**src/rtl/seq_alu_if.sv**
```systemverilog
// Request/response bundle for seq_alu: operand handshake towards the unit,
// registered result pulse back to the consumer.
interface seq_alu_if #(
    parameter int WIDTH = 8
) ();
    logic               valid_i;
    logic               ready_o;
    logic [WIDTH-1:0]   a_i;
    logic [WIDTH-1:0]   b_i;
    logic               en_a_i;
    logic               en_b_i;
    logic [2:0]         sel_i;
    logic               clr_acc_i;
    logic [2*WIDTH-1:0] result_o;
    logic               valid_o;
    logic               err_o;

    modport master (
        output valid_i, a_i, b_i, en_a_i, en_b_i, sel_i, clr_acc_i,
        input  ready_o, result_o, valid_o, err_o
    );

    modport slave (
        input  valid_i, a_i, b_i, en_a_i, en_b_i, sel_i, clr_acc_i,
        output ready_o, result_o, valid_o, err_o
    );
endinterface

```
**src/rtl/seq_alu.sv**
```systemverilog
// Handshaked arithmetic unit: single-cycle add/sub, iterative shift-add
// multiply (signed, unsigned, multiply-accumulate) with an error flag.
module seq_alu #(
    parameter int         WIDTH     = 8,
    parameter logic [2:0] ADD_MODE  = 3'b000,
    parameter logic [2:0] SUB_MODE  = 3'b001,
    parameter logic [2:0] MUL_MODE  = 3'b010,
    parameter logic [2:0] MULU_MODE = 3'b011,
    parameter logic [2:0] MAC_MODE  = 3'b100
) (
    input  logic        clk_i,
    input  logic        rst_i,
    seq_alu_if.slave    bus
);
    localparam int RW = 2 * WIDTH;
    localparam int CW = $clog2(WIDTH + 1);
    localparam logic [CW-1:0] LAST_ITER = CW'(WIDTH - 1);
    localparam logic [CW-1:0] DONE_CNT  = CW'(WIDTH);

    typedef enum logic {IDLE, BUSY} state_t;

    state_t           state, state_nxt;
    logic [WIDTH-1:0] op_a, op_b, cap_a, cap_b;
    logic [2:0]       op_sel;
    logic             alu_pend;
    logic [RW-1:0]    mcand, prod, acc;
    logic [WIDTH-1:0] mplier;
    logic [CW-1:0]    cnt;
    logic             accept, sel_is_mul, mul_done, alu_err;
    logic [RW-1:0]    alu_res, pp_term, prod_step, acc_base, mac_sum;

    always_comb begin
        state_nxt   = state;
        bus.ready_o = (state == IDLE) && !rst_i;
        accept      = bus.valid_i && bus.ready_o;
        sel_is_mul  = bus.sel_i inside {MUL_MODE, MULU_MODE, MAC_MODE};
        mul_done    = (state == BUSY) && (cnt == DONE_CNT);
        cap_a       = bus.en_a_i ? bus.a_i : '0;
        cap_b       = bus.en_b_i ? bus.b_i : '0;
        case (state)
            IDLE:    if (accept && sel_is_mul) state_nxt = BUSY;
            BUSY:    if (mul_done) state_nxt = IDLE;
            default: state_nxt = IDLE;
        endcase
    end

    // Single-cycle ops work on operands registered at the accept edge.
    always_comb begin
        alu_res = '0;
        alu_err = 1'b0;
        case (op_sel)
            ADD_MODE: alu_res = {{WIDTH{op_a[WIDTH-1]}}, op_a} + {{WIDTH{op_b[WIDTH-1]}}, op_b};
            SUB_MODE: alu_res = {{WIDTH{op_a[WIDTH-1]}}, op_a} - {{WIDTH{op_b[WIDTH-1]}}, op_b};
            default:  alu_err = 1'b1;
        endcase
    end

    // For signed multipliers the top bit weighs -2^(W-1), so its partial
    // product is subtracted; this keeps -2^(W-1) * -2^(W-1) exact.
    always_comb begin
        pp_term   = mplier[0] ? mcand : '0;
        prod_step = ((cnt == LAST_ITER) && (op_sel != MULU_MODE)) ? (prod - pp_term)
                                                                  : (prod + pp_term);
        acc_base  = bus.clr_acc_i ? '0 : acc;
        mac_sum   = acc_base + prod;
    end

    always_ff @(posedge clk_i or posedge rst_i) begin
        if (rst_i) begin
            state        <= IDLE;
            op_a         <= '0;
            op_b         <= '0;
            op_sel       <= '0;
            alu_pend     <= 1'b0;
            mcand        <= '0;
            mplier       <= '0;
            prod         <= '0;
            cnt          <= '0;
            acc          <= '0;
            bus.result_o <= '0;
            bus.valid_o  <= 1'b0;
            bus.err_o    <= 1'b0;
        end else begin
            state       <= state_nxt;
            bus.valid_o <= 1'b0;
            bus.err_o   <= 1'b0;
            alu_pend    <= 1'b0;

            if (accept) begin
                op_a     <= cap_a;
                op_b     <= cap_b;
                op_sel   <= bus.sel_i;
                alu_pend <= !sel_is_mul;
                mcand    <= (bus.sel_i == MULU_MODE) ? {{WIDTH{1'b0}}, cap_a}
                                                     : {{WIDTH{cap_a[WIDTH-1]}}, cap_a};
                mplier   <= cap_b;
                prod     <= '0;
                cnt      <= '0;
            end

            if (alu_pend) begin
                bus.result_o <= alu_res;
                bus.valid_o  <= 1'b1;
                bus.err_o    <= alu_err;
            end

            if (state == BUSY) begin
                if (!mul_done) begin
                    prod   <= prod_step;
                    mcand  <= mcand << 1;
                    mplier <= mplier >> 1;
                    cnt    <= cnt + 1'b1;
                end else begin
                    bus.result_o <= (op_sel == MAC_MODE) ? mac_sum : prod;
                    bus.valid_o  <= 1'b1;
                end
            end

            if (mul_done && (op_sel == MAC_MODE)) begin
                acc <= mac_sum;
            end else if (bus.clr_acc_i) begin
                acc <= '0;
            end
        end
    end
endmodule

```
**src/flat_wrapper.sv**
```systemverilog
// flat-port wrapper written by rule: the top's interface ports become plain ports
module seq_alu_flat 
#(
    parameter int         WIDTH     = 8,
    parameter logic [2:0] ADD_MODE  = 3'b000,
    parameter logic [2:0] SUB_MODE  = 3'b001,
    parameter logic [2:0] MUL_MODE  = 3'b010,
    parameter logic [2:0] MULU_MODE = 3'b011,
    parameter logic [2:0] MAC_MODE  = 3'b100
)
  (clk_i, rst_i, bus_valid_i, bus_a_i, bus_b_i, bus_en_a_i, bus_en_b_i, bus_sel_i, bus_clr_acc_i, bus_ready_o, bus_result_o, bus_valid_o, bus_err_o);
  seq_alu_if #(.WIDTH(WIDTH)) bus_i ();
  input  logic clk_i;
  input  logic rst_i;
  input wire logic [$bits(bus_i.valid_i)-1:0] bus_valid_i;
  input wire logic [$bits(bus_i.a_i)-1:0] bus_a_i;
  input wire logic [$bits(bus_i.b_i)-1:0] bus_b_i;
  input wire logic [$bits(bus_i.en_a_i)-1:0] bus_en_a_i;
  input wire logic [$bits(bus_i.en_b_i)-1:0] bus_en_b_i;
  input wire logic [$bits(bus_i.sel_i)-1:0] bus_sel_i;
  input wire logic [$bits(bus_i.clr_acc_i)-1:0] bus_clr_acc_i;
  output wire logic [$bits(bus_i.ready_o)-1:0] bus_ready_o;
  output wire logic [$bits(bus_i.result_o)-1:0] bus_result_o;
  output wire logic [$bits(bus_i.valid_o)-1:0] bus_valid_o;
  output wire logic [$bits(bus_i.err_o)-1:0] bus_err_o;
  assign bus_i.valid_i = bus_valid_i;
  assign bus_i.a_i = bus_a_i;
  assign bus_i.b_i = bus_b_i;
  assign bus_i.en_a_i = bus_en_a_i;
  assign bus_i.en_b_i = bus_en_b_i;
  assign bus_i.sel_i = bus_sel_i;
  assign bus_i.clr_acc_i = bus_clr_acc_i;
  assign bus_ready_o = bus_i.ready_o;
  assign bus_result_o = bus_i.result_o;
  assign bus_valid_o = bus_i.valid_o;
  assign bus_err_o = bus_i.err_o;
  seq_alu #(.WIDTH(WIDTH), .ADD_MODE(ADD_MODE), .SUB_MODE(SUB_MODE), .MUL_MODE(MUL_MODE), .MULU_MODE(MULU_MODE), .MAC_MODE(MAC_MODE)) u_core (.clk_i(clk_i), .rst_i(rst_i), .bus(bus_i));
endmodule
```
**config.mk**
```make
export PLATFORM = sky130hd
export DESIGN_NAME = seq_alu_flat
export DESIGN_NICKNAME = d
export VERILOG_FILES = /design/src/rtl/seq_alu_if.sv /design/src/rtl/seq_alu.sv /design/src/flat_wrapper.sv
export SDC_FILE = /design/constraint.sdc
export NUM_CORES = 1
export LEC_CHECK = 0
export ABC_AREA = 1
export BUFFER_PORTS_ARGS = -buffer_cell sky130_fd_sc_hd__buf_4
export CAP_MARGIN = 20
export CORE_AREA = 4 4 109 111
export CTS_CLUSTER_DIAMETER = 60
export DETAILED_ROUTE_END_ITERATION = 8
export DIE_AREA = 0 0 113 115
export PLACE_DENSITY = 0.83
export SKIP_LAST_GASP = 1
export SYNTH_ARGS = -nofsm -noshare
export SYNTH_HDL_FRONTEND = slang
export SYNTH_SLANG_ARGS = --single-unit
```
**constraint.sdc**
```tcl
create_clock -name clk_i -period 5.95 [get_ports clk_i]
set_clock_uncertainty 0.05 [all_clocks]
set_input_delay 0.595 -clock clk_i [delete_from_list [all_inputs] [get_ports clk_i]]
set_output_delay 0.595 -clock clk_i [all_outputs]
set_load 0.005 [all_outputs]
```
==> run summary, run 1 <==
Run status -> finished clean
Chip height -> 115 um
Seq cells post-synth -> 99
Fin crit share -> 53.3%
Worst vdd rail ir drop -> 0.362 mV
Worst path max stage delay -> 670 ps
Multi-input logic area -> 0.00377 sq mm
Initial DRC count -> 480
Worst Path Required -> 6170 ps
Asr flop ratio synth -> 100%
Layout cell share with drive strength beyond 1 -> 9.56%
Type of origin of the critical path -> flip-flop
Worst Max-Slew Pin Slew -> 1040 ps
Register Area -> 0.00248 sq mm
Slew Limit Fails -> 0
Max-cap violations -> 0
Global Route Usage Sum -> 27.2%
Initial core utilization -> 64.6%
Initial antenna violation count -> 0
Filler cells -> 954
Die ar. -> 0.0130 sq mm
Inserted Clock Buffers -> 9
Critical path's slowest cell -> dfrtp_1
Fin nets -> 1,101
Congestion Overflow GR -> 0
DRT Pass-1 Iters -> 6
FP Rows -> 38
F_max -> 315 MHz
CTS Root Cell -> clkbuf_8
Unique masters post-synth -> 44
PortBufs -> 43
Syn avg cell area -> 6.99 sq um
P per Cell Area -> 611 mW/mm^2
Hold Violations, Final -> 0
DRT antenna net count -> 0
CP bufs+invs -> 3
Post-synth EDFFs -> 0
Post-DP Area -> 0.00736 sq mm
Die width -> 113 um
Hold WC Path Type -> primary input to asynchronous set/reset pin
Vias in the first global route -> 6,113
RePlAce Congestion -> 0.980
Total Power -> 0.00461 W
CP top delay family -> simple AND/OR/NAND/NOR gates
Post-CTS Resized -> 0
# hold bufs at CTS -> 0
Finished Cell Area -> 0.00754 sq mm
Setup Total Neg Slack -> 0 ps
Post-synthesis sequential area ratio -> 35.5%
Arr. time, crit path -> 3390 ps
# DRC -> 0
Commonest cells after routing, fill and taps aside -> 300 x nand2_1, 150 x inv_1, 99 x dfrtp_1
Yosys warning count -> 0
Ports -> 44
TritonCTS clock tree -> built
Critical path class -> flip-flop to flip-flop
CTS max path bufs -> 2
# clock sinks -> 99
Worst Setup End Kind -> flip-flop
Largest net degree at the start of global routing -> 70
Drt total wl -> 16,400 um
Final core utilization -> 69.9%
# setup viols final -> 0
Leakage -> 4.22 nW
Post-CTS setup buffer count -> 0
Number of antenna diodes -> 0
Tmin final -> 3170 ps
Worst skew pair latency -> 390 ps
Synthesized instance count -> 998
Dpl hpwl -> 12,600 um
# H-tree levels -> 3
Crit path max fanout -> 19
RSZ-0062 raised after global routing -> no
Critical-path cell list -> nand2_2, ha_1, inv_1, nor3_2, nand2_1, o21ai_1, xor2_1, inv_1, ha_1, nand2_1, inv_1, nand3_1, nor3_1, nand2_1, nand2_1, nand2_1, nand2_1, o21ai_0
Total number of vias -> 6,353
Layout area overhead -> 8.13%
DR WL/cell -> 13.9 um
Commonest non-fill, non-tap cell in the layout -> nand2_1
Synth Flop Type -> dfrtp_1
Global-route wire length before repair -> 28,500 um
Post-Syn Area -> 0.00697 sq mm
Reg clk slew, reported paths -> 90 ps
DR vias/cell -> 5.40
Worst slew margin -> 30.7%
Core area -> 0.0108 sq mm
Fin worst setup slack -> 2780 ps
Place WS -> 2820 ps
Crit path top cell by count -> nand2_1
Syn_nets -> 1,068
[metal layers]
metal | wire, um | GRT usage, % | vias to the layer above
met5 | 0 | 0 | -
met1 | 7720 | 37.5 | 2905
met3 | 939 | 4.53 | 27
li1 | - | - | 3263
met4 | 244 | 7.77 | 0
met2 | 7470 | 44.7 | 158
[area by class of cell]
type                    instances  area share (%)
flip-flops and latches         99            32.9
well taps                     140            2.32
repair buffers                 45            4.48
clock inverters                 4           0.448
inverters                     158            7.90
multi-input cells             718            50.1
clock buffers                  12            1.92
[synth_stat cells (3+ instances only)]
master	number	area, sq um
xnor2_1	4	35.0
o21ai_0	62	310
nand2_4	3	33.8
nor2_2	3	18.8
a21oi_1	50	250
a21o_1	3	22.5
nand3_1	76	380
fa_1	3	60.1
o2111ai_1	3	26.3
nor2_4	4	45.0
buf_2	8	40.0
nand3b_1	4	30.0
nor3_1	5	25.0
nor2_1	71	267
clkbuf_1	11	41.3
a31oi_1	10	62.6
o31ai_1	4	30.0
or2_2	3	18.8
dfrtp_1	99	2480
nand4_1	16	100
inv_2	7	26.3
ha_1	42	526
nand2_1	300	1130
nand2_2	12	75.1
inv_1	151	567
xor2_1	19	166
[path summary, 6_finish.rpt]
check / end / start / depth (start not counted) / slack, ps
hold / removal: u_core.mcand[5]$_DFF_PP0_ / rst_i / 2 / 190
min in group clk_i: u_core.op_a[1]$_DFFE_PP0P_ / bus_a_i[1] / 3 / 380
hold reg to reg: u_core.bus.result_o[14]$_DFF_PP0_ / u_core.bus.result_o[14]$_DFF_PP0_ / 2 / 450
setup / recovery: u_core.prod[14]$_DFF_PP0_ / u_core.mplier[0]$_DFF_PP0_ / 18 / 2780
setup reg to reg: u_core.prod[14]$_DFF_PP0_ / u_core.mplier[0]$_DFF_PP0_ / 18 / 2780
max in group asynchronous: u_core.acc[7]$_DFF_PP0_ / rst_i / 3 / 4540
[flip-flops by register name, indices dropped and copies added, names as in the netlist]
| signal | flops |
|---|---|
| u_core.acc | 16 |
| u_core.bus.result_o | 16 |
| u_core.mcand | 16 |
| u_core.prod | 16 |
| u_core.mplier | 8 |
| u_core.op_a | 8 |
| u_core.op_b | 8 |
| u_core.cnt | 4 |
| u_core.op_sel | 3 |
| u_core.alu_pend | 1 |
| u_core.bus.err_o | 1 |
| u_core.bus.valid_o | 1 |
| u_core.state | 1 |
[cell families after synthesis]
logic type / share of synthesized area, %
AND/OR/NAND/NOR: 31.3
XOR/XNOR: 2.89
AO/OA/AOI/OAI: 11.4
flip-flops: 35.5
adder cells (fa/ha/maj): 8.40
multiplexers: 0.144
buffers and inverters: 10.3
[worst reg2reg max path, stage by stage, from the launching register on]
cell,delay (ps)
dfrtp_1,670
nand2_2,190
ha_1,180
inv_1,60
nor3_2,210
nand2_1,130
o21ai_1,160
xor2_1,150
inv_1,70
ha_1,350
nand2_1,90
inv_1,70
nand3_1,100
nor3_1,180
nand2_1,130
nand2_1,100
nand2_1,50
nand2_1,50
o21ai_0,70
[where the power goes]
group | total (W) | switching (W) | internal (W)
combinational | 0.00297 | 0.00186 | 0.00112
clock | 0.000408 | 0.000241 | 0.000167
sequential | 0.00123 | 0.000280 | 0.000946
[stage by stage]
| step | std cells | hold WS (ps) |
|---|---|---|
| 4_1_cts | 1176 | 186 |
| 5_1_grt | 1176 | 208 |
| 6_report | 1176 | 185 |
| 2_1_floorplan | 998 | 404 |
| 3_3_place_gp | 1160 | 435 |
| 3_5_place_dp | 1160 | 441 |
Power figures use the tool's default switching activity.
==> run 2: changes to the inputs <==
--- a/config.mk
+++ b/config.mk
@@ -8,11 +8,11 @@
 export ABC_AREA = 1
 export BUFFER_PORTS_ARGS = -buffer_cell sky130_fd_sc_hd__buf_4
 export CAP_MARGIN = 20
-export CORE_AREA = 4 4 109 111
+export CORE_AREA = 4 4 112 114
 export CTS_CLUSTER_DIAMETER = 60
 export DETAILED_ROUTE_END_ITERATION = 8
-export DIE_AREA = 0 0 113 115
-export PLACE_DENSITY = 0.83
+export DIE_AREA = 0 0 116 118
+export PLACE_DENSITY = 0.79
 export SKIP_LAST_GASP = 1
 export SYNTH_ARGS = -nofsm -noshare
 export SYNTH_HDL_FRONTEND = slang
==> constraint.sdc (replaced) <==
create_clock -name clk_i -period 3.3 [get_ports clk_i]
set_clock_uncertainty 0.05 [all_clocks]
set_input_delay 0.33 -clock clk_i [delete_from_list [all_inputs] [get_ports clk_i]]
set_output_delay 0.33 -clock clk_i [all_outputs]
set_load 0.005 [all_outputs]
==> run summary, run 2 (synthesis gave the netlist of run 1 again) <==
Finished Cell Area -> 0.00768 sq mm (was 0.00754 sq mm)
DRT antenna net count -> 0 (unchanged)
RePlAce Congestion -> 0.942 (was 0.980)
CP bufs+invs -> 2 (was 3)
Layout cell share with drive strength beyond 1 -> 9.91% (was 9.56%)
Die width -> 116 um (was 113 um)
Chip height -> 118 um (was 115 um)
Dpl hpwl -> 12,800 um (was 12,600 um)
Initial antenna violation count -> 0 (unchanged)
Worst skew pair latency -> 360 ps (was 390 ps)
Die ar. -> 0.0137 sq mm (was 0.0130 sq mm)
Number of antenna diodes -> 0 (unchanged)
Seq pwr share -> 25.2% (was 26.6%)
Type of origin of the critical path -> flip-flop (unchanged)
Worst Max-Slew Pin Slew -> 1060 ps (was 1040 ps)
TritonCTS clock tree -> built (unchanged)
Global-route wire length before repair -> 28,800 um (was 28,500 um)
Initial DRC count -> 496 (was 480)
Critical path's slowest cell -> dfrtp_1 (unchanged)
Total number of vias -> 6,356 (was 6,353)
Commonest cells after routing, fill and taps aside -> 299 x nand2_1, 150 x inv_1, 99 x dfrtp_1 (was 300 x nand2_1, 150 x inv_1, 99 x dfrtp_1)
CTS Root Cell -> clkbuf_16 (was clkbuf_8)
PortBufs -> 43 (unchanged)
Core area -> 0.0114 sq mm (was 0.0108 sq mm)
Critical path class -> flip-flop to flip-flop (unchanged)
Ports -> 44 (unchanged)
Switching Share -> 50.7% (was 51.6%)
Crit Reg-Reg Endpoint -> u_core.prod[13]$_DFF_PP0_ (was u_core.prod[14]$_DFF_PP0_)
Crit path max fanout -> 8 (was 19)
DR vias/cell -> 5.38 (was 5.40)
Slew Limit Fails -> 0 (unchanged)
Global Route Usage Sum -> 26.3% (was 27.2%)
Reg clk slew, reported paths -> 70 ps (was 90 ps)
CTS max path bufs -> 2 (unchanged)
Clk pwr share -> 11.9% (was 8.9%)
Crit path top cell by count -> nand2_1 (unchanged)
FP Rows -> 39 (was 38)
Reg2reg setup slack -> 360 ps (was 2780 ps)
Drt total wl -> 17,100 um (was 16,400 um)
Hold WC Path Type -> primary input to asynchronous set/reset pin (unchanged)
Worst Setup End Kind -> flip-flop (unchanged)
P_sw -> 0.00441 W (was 0.00238 W)
Filler cells -> 1,049 (was 954)
Inserted Clock Buffers -> 9 (unchanged)
Worst vdd rail ir drop -> 0.809 mV (was 0.362 mV)
# DRC -> 0 (unchanged)
Worst R2R Start -> u_core.mplier[0]$_DFF_PP0_ (unchanged)
Vias in the first global route -> 5,934 (was 6,113)
Int Pwr -> 0.00429 W (was 0.00223 W)
# H-tree levels -> 3 (unchanged)
Tmin final -> 2940 ps (was 3170 ps)
Congestion Overflow GR -> 0 (unchanged)
CP top delay family -> simple AND/OR/NAND/NOR gates (unchanged)
Layout area overhead -> 10.2% (was 8.13%)
RSZ-0062 raised after global routing -> no (unchanged)
Hold Violations, Final -> 0 (unchanged)
Fin crit share -> 89.2% (was 53.3%)
Worst Path Required -> 3500 ps (was 6170 ps)
Post-DP Area -> 0.00740 sq mm (was 0.00736 sq mm)
# setup viols final -> 0 (unchanged)
Setup Total Neg Slack -> 0 ps (unchanged)
Worst slew margin -> 29.2% (was 30.7%)
Critical-path cell list -> nand2_2, ha_1, inv_1, nor3_2, nand2_1, nor2_2, nand2_1, nand2_1, xor2_1, inv_1, ha_1, nand2_1, nand2_1, o21bai_1, a31oi_1, nand3b_1, nand3_1, nand2_1 (was nand2_2, ha_1, inv_1, nor3_2, nand2_1, o21ai_1, xor2_1, inv_1, ha_1, nand2_1, inv_1, nand3_1, nor3_1, nand2_1, nand2_1, nand2_1, nand2_1, o21ai_0)
Run status -> finished clean (unchanged)
Initial core utilization -> 61.1% (was 64.6%)
DR WL/cell -> 14.5 um (was 13.9 um)
Commonest non-fill, non-tap cell in the layout -> nand2_1 (unchanged)
R2R cell count -> 18 (unchanged)
Combinational power share -> 62.9% (was 64.5%)
P per Cell Area -> 1130 mW/mm^2 (was 611 mW/mm^2)
Largest net degree at the start of global routing -> 70 (unchanged)
Stages on the worst setup path -> 18 (unchanged)
# clock sinks -> 99 (unchanged)
Leakage -> 4.29 nW (was 4.22 nW)
F_max -> 340 MHz (was 315 MHz)
Max-cap violations -> 0 (unchanged)
Post-CTS setup buffer count -> 0 (unchanged)
Fin nets -> 1,104 (was 1,101)
Worst path max stage delay -> 490 ps (was 670 ps)
Arr. time, crit path -> 3140 ps (was 3390 ps)
DRT Pass-1 Iters -> 6 (unchanged)
==> run 2: worst max-delay path by stage <==
stage                                      to                       start  slack (ps)
floorplan             u_core.acc[0]$_DFF_PP0_                       rst_i         330
global placement     u_core.prod[6]$_DFF_PP0_     u_core.cnt[0]$_DFF_PP0_         300
detailed placement   u_core.prod[6]$_DFF_PP0_     u_core.cnt[0]$_DFF_PP0_         270
CTS                  u_core.prod[6]$_DFF_PP0_     u_core.cnt[0]$_DFF_PP0_         260
global route        u_core.prod[13]$_DFF_PP0_  u_core.mplier[0]$_DFF_PP0_          20
finish              u_core.prod[13]$_DFF_PP0_  u_core.mplier[0]$_DFF_PP0_         360
==> run 2: worst reg2reg max path, cell delays in order (launching register included) <==
cell and delay [ps]:
dfrtp_1 490, nand2_2 130, ha_1 190, inv_1 70, nor3_2 210, nand2_1 130, nor2_2 120, nand2_1 50
nand2_1 70, xor2_1 140, inv_1 50, ha_1 340, nand2_1 80, nand2_1 70, o21bai_1 160, a31oi_1 230
nand3b_1 110, nand3_1 90, nand2_1 50
==> run 2: cell type report <==
class	count	area (sq um)	share of cell area, %
flip-flops and latches	99	2480	32.2
multi-input cells	718	3780	49.2
clock buffers	12	246	3.21
well taps	143	179	2.33
inverters	158	596	7.75
clock inverters	4	33.8	0.440
repair buffers	48	373	4.85
==> run 2: stage by stage <==
step                      cells  setup WS (ps)  power (W)  utilization (%)  hold WS, ps
final                      1182            358    0.00870             67.3         75.3
after global routing       1182           19.7    0.00965             67.3          125
after CTS                  1182            262    0.00864             67.3          102
after detailed placement   1166            273    0.00757             64.8          431
after global placement     1166            300    0.00751             64.8          436
after floorplan             998            330    0.00637                -          401
==> run 2: repair_timing <==
| action | CTS | global route |
|---|---|---|
| hold buffers | 0 | 0 |
| gates resized for setup | 0 | 1 |
| endpoints found under the setup margin | 0 | 7 |
==> run 2: per-layer routing <==
| layer | wire length (um) | vias up | global-route usage (%) | share of wire [%] |
|---|---|---|---|---|
| met1 | 8330 | 2911 | 38.8 | 49 |
| met5 | 0 | - | 0 | 0 |
| met2 | 7650 | 151 | 39.7 | 45 |
| met3 | 836 | 25 | 4.11 | 4.9 |
| li1 | - | 3269 | - | - |
| met4 | 320 | 0 | 7.90 | 1.9 |
==> run 2: power groups by stage <==
stage                     logic [W]  clock network (W)  registers, W
after floorplan             0.00435                  0       0.00203
after global placement      0.00533                  0       0.00218
after detailed placement    0.00537                  0       0.00219
after CTS                   0.00542            0.00104       0.00217
after global routing        0.00631            0.00109       0.00225
final                       0.00547            0.00103       0.00219
==> run 3: changes to the inputs <==
--- a/config.mk
+++ b/config.mk
@@ -8,11 +8,11 @@
 export ABC_AREA = 1
 export BUFFER_PORTS_ARGS = -buffer_cell sky130_fd_sc_hd__buf_4
 export CAP_MARGIN = 20
-export CORE_AREA = 4 4 112 114
+export CORE_AREA = 4 4 128 99
 export CTS_CLUSTER_DIAMETER = 60
 export DETAILED_ROUTE_END_ITERATION = 8
-export DIE_AREA = 0 0 116 118
-export PLACE_DENSITY = 0.79
+export DIE_AREA = 0 0 132 103
+export PLACE_DENSITY = 0.8
 export SKIP_LAST_GASP = 1
 export SYNTH_ARGS = -nofsm -noshare
 export SYNTH_HDL_FRONTEND = slang
==> run summary, run 3 (synthesis gave the netlist of run 1 again) <==
Fin worst setup slack -> 355 ps (was 358 ps)
M1 WL -> 8550 um (was 8330 um)
Leakage -> 4.30 nW (was 4.29 nW)
Congestion Overflow GR -> 0 (unchanged)
Initial DRC count -> 536 (was 496)
CTS max path bufs -> 2 (unchanged)
RePlAce Congestion -> 0.963 (was 0.942)
DR WL met2 -> 7250 um (was 7650 um)
Die width -> 132 um (was 116 um)
Initial antenna violation count -> 0 (unchanged)
CTS Root Cell -> clkbuf_16 (unchanged)
Hold Violations, Final -> 0 (unchanged)
Type of origin of the critical path -> flip-flop (unchanged)
PortBufs -> 43 (unchanged)
Global Route Usage Sum -> 26.5% (was 26.3%)
Critical path's slowest cell -> dfrtp_1 (unchanged)
Initial core utilization -> 60.9% (was 61.1%)
# setup viols final -> 0 (unchanged)
Vias in the first global route -> 5,831 (was 5,934)
Global-route wire length before repair -> 28,800 um (about the same)
Number of antenna diodes -> 0 (unchanged)
DRT antenna net count -> 0 (unchanged)
Worst Max-Slew Pin Slew -> 1030 ps (was 1060 ps)
TritonCTS clock tree -> built (unchanged)
# H-tree levels -> 3 (unchanged)
Slew Limit Fails -> 0 (unchanged)
# clock sinks -> 99 (unchanged)
Setup Total Neg Slack -> 0 ps (unchanged)
Worst path max stage delay -> 420 ps (was 490 ps)
DR WL/cell -> 14.6 um (was 14.5 um)
DR vias/cell -> 5.39 (was 5.38)
CP bufs+invs -> 1 (was 2)
Commonest cells after routing, fill and taps aside -> 299 x nand2_1, 150 x inv_1, 98 x dfrtp_1 (was 299 x nand2_1, 150 x inv_1, 99 x dfrtp_1)
Die ar. -> 0.0136 sq mm (was 0.0137 sq mm)
Place WS -> 266 ps (was 273 ps)
Layout cell share with drive strength beyond 1 -> 10.5% (was 9.91%)
Run status -> finished clean (unchanged)
Core area -> 0.0114 sq mm (about the same)
# DRC -> 0 (unchanged)
RSZ-0062 raised after global routing -> no (unchanged)
CP top delay family -> simple AND/OR/NAND/NOR gates (unchanged)
Worst skew pair latency -> 350 ps (was 360 ps)
Fin nets -> 1,105 (was 1,104)
Critical-path cell list -> ha_1, nand2_1, nor2_1, nand2_2, o21ai_0, xor2_1, inv_1, ha_1, a21oi_1, nand2_1, nand3_1, nand2_1, or2_2, nand3_1, nand2_1 (was nand2_2, ha_1, inv_1, nor3_2, nand2_1, nor2_2, nand2_1, nand2_1, xor2_1, inv_1, ha_1, nand2_1, nand2_1, o21bai_1, a31oi_1, nand3b_1, nand3_1, nand2_1)
Inserted Clock Buffers -> 9 (unchanged)
Worst vdd rail ir drop -> 0.918 mV (was 0.809 mV)
DRT Pass-1 Iters -> 5 (was 6)
DR WL met3 -> 1290 um (was 836 um)
Hold WC Path Type -> primary input to asynchronous set/reset pin (unchanged)
P per Cell Area -> 1140 mW/mm^2 (was 1130 mW/mm^2)
Crit path max fanout -> 13 (was 8)
Reg2reg setup slack -> 360 ps (about the same)
Worst slew margin -> 30.9% (was 29.2%)
Layout area overhead -> 10.8% (was 10.2%)
Commonest non-fill, non-tap cell in the layout -> nand2_1 (unchanged)
Max-cap violations -> 0 (unchanged)
DR top layer -> met4 (unchanged)
Worst Path Required -> 3500 ps (about the same)
Fin crit share -> 89.2% (about the same)
Worst Setup End Kind -> flip-flop (unchanged)
Crit path top cell by count -> nand2_1 (unchanged)
Drt total wl -> 17,300 um (was 17,100 um)
Post-CTS Resized -> 0 (unchanged)
Post-CTS setup buffer count -> 0 (unchanged)
Total number of vias -> 6,385 (was 6,356)
F_max -> 340 MHz (about the same)
Largest net degree at the start of global routing -> 70 (unchanged)
Tmin final -> 2940 ps (about the same)
Dpl hpwl -> 13,200 um (was 12,800 um)
Arr. time, crit path -> 3140 ps (about the same)
# hold bufs at CTS -> 0 (unchanged)
Ports -> 44 (unchanged)
Critical path class -> flip-flop to flip-flop (unchanged)
Chip height -> 103 um (was 118 um)
FP Rows -> 34 (was 39)
Reg clk slew, reported paths -> 70 ps (about the same)
[run 3: metal layers]
metal / GRT usage, % / up-vias
met1: 38.5 / 2923
met4: 6.21 / 0
met2: 40.4 / 176
met3: 6.68 / 14
met5: 0 / -
li1: - / 3272
[run 3: area by class of cell]
class	instances	area, sq um
tap	144	180
fill	987	3720
inverter	158	596
clock inverter	6	56.3
multi-input combinational	718	3790
sequential	99	2480
clock buffer	10	239
timing repair buffer	49	380
[run 3: metrics by stage]
step	area, sq um	hold WS [ps]	utilization, %	cells	total power [W]
after global placement	7410	435	64.7	1168	0.00758
final	7720	98.1	67.5	1184	0.00883
after global routing	7720	158	67.5	1184	0.00979
after detailed placement	7410	443	64.7	1168	0.00764
after CTS	7700	117	67.3	1184	0.00873
after floorplan	6970	401	-	998	0.00637
[run 3: path summary, 6_finish.rpt]
| check | startpoint | to | cells after the start |
|---|---|---|---|
| setup / recovery | u_core.cnt[0]$_DFF_PP0_ | u_core.prod[6]$_DFF_PP0_ | 15 |
| hold / removal | rst_i | u_core.mplier[7]$_DFF_PP0_ | 2 |
| setup reg to reg | u_core.cnt[0]$_DFF_PP0_ | u_core.prod[6]$_DFF_PP0_ | 15 |
| hold reg to reg | u_core.mplier[1]$_DFF_PP0_ | u_core.mplier[0]$_DFF_PP0_ | 2 |
| max in group asynchronous | rst_i | u_core.bus.result_o[3]$_DFF_PP0_ | 3 |
| min in group clk_i | bus_a_i[3] | u_core.op_a[3]$_DFFE_PP0P_ | 3 |
[run 3: power by group]
group          switching [W]  internal, W
clock network       0.000507     0.000549
logic                0.00350      0.00208
registers           0.000487      0.00171
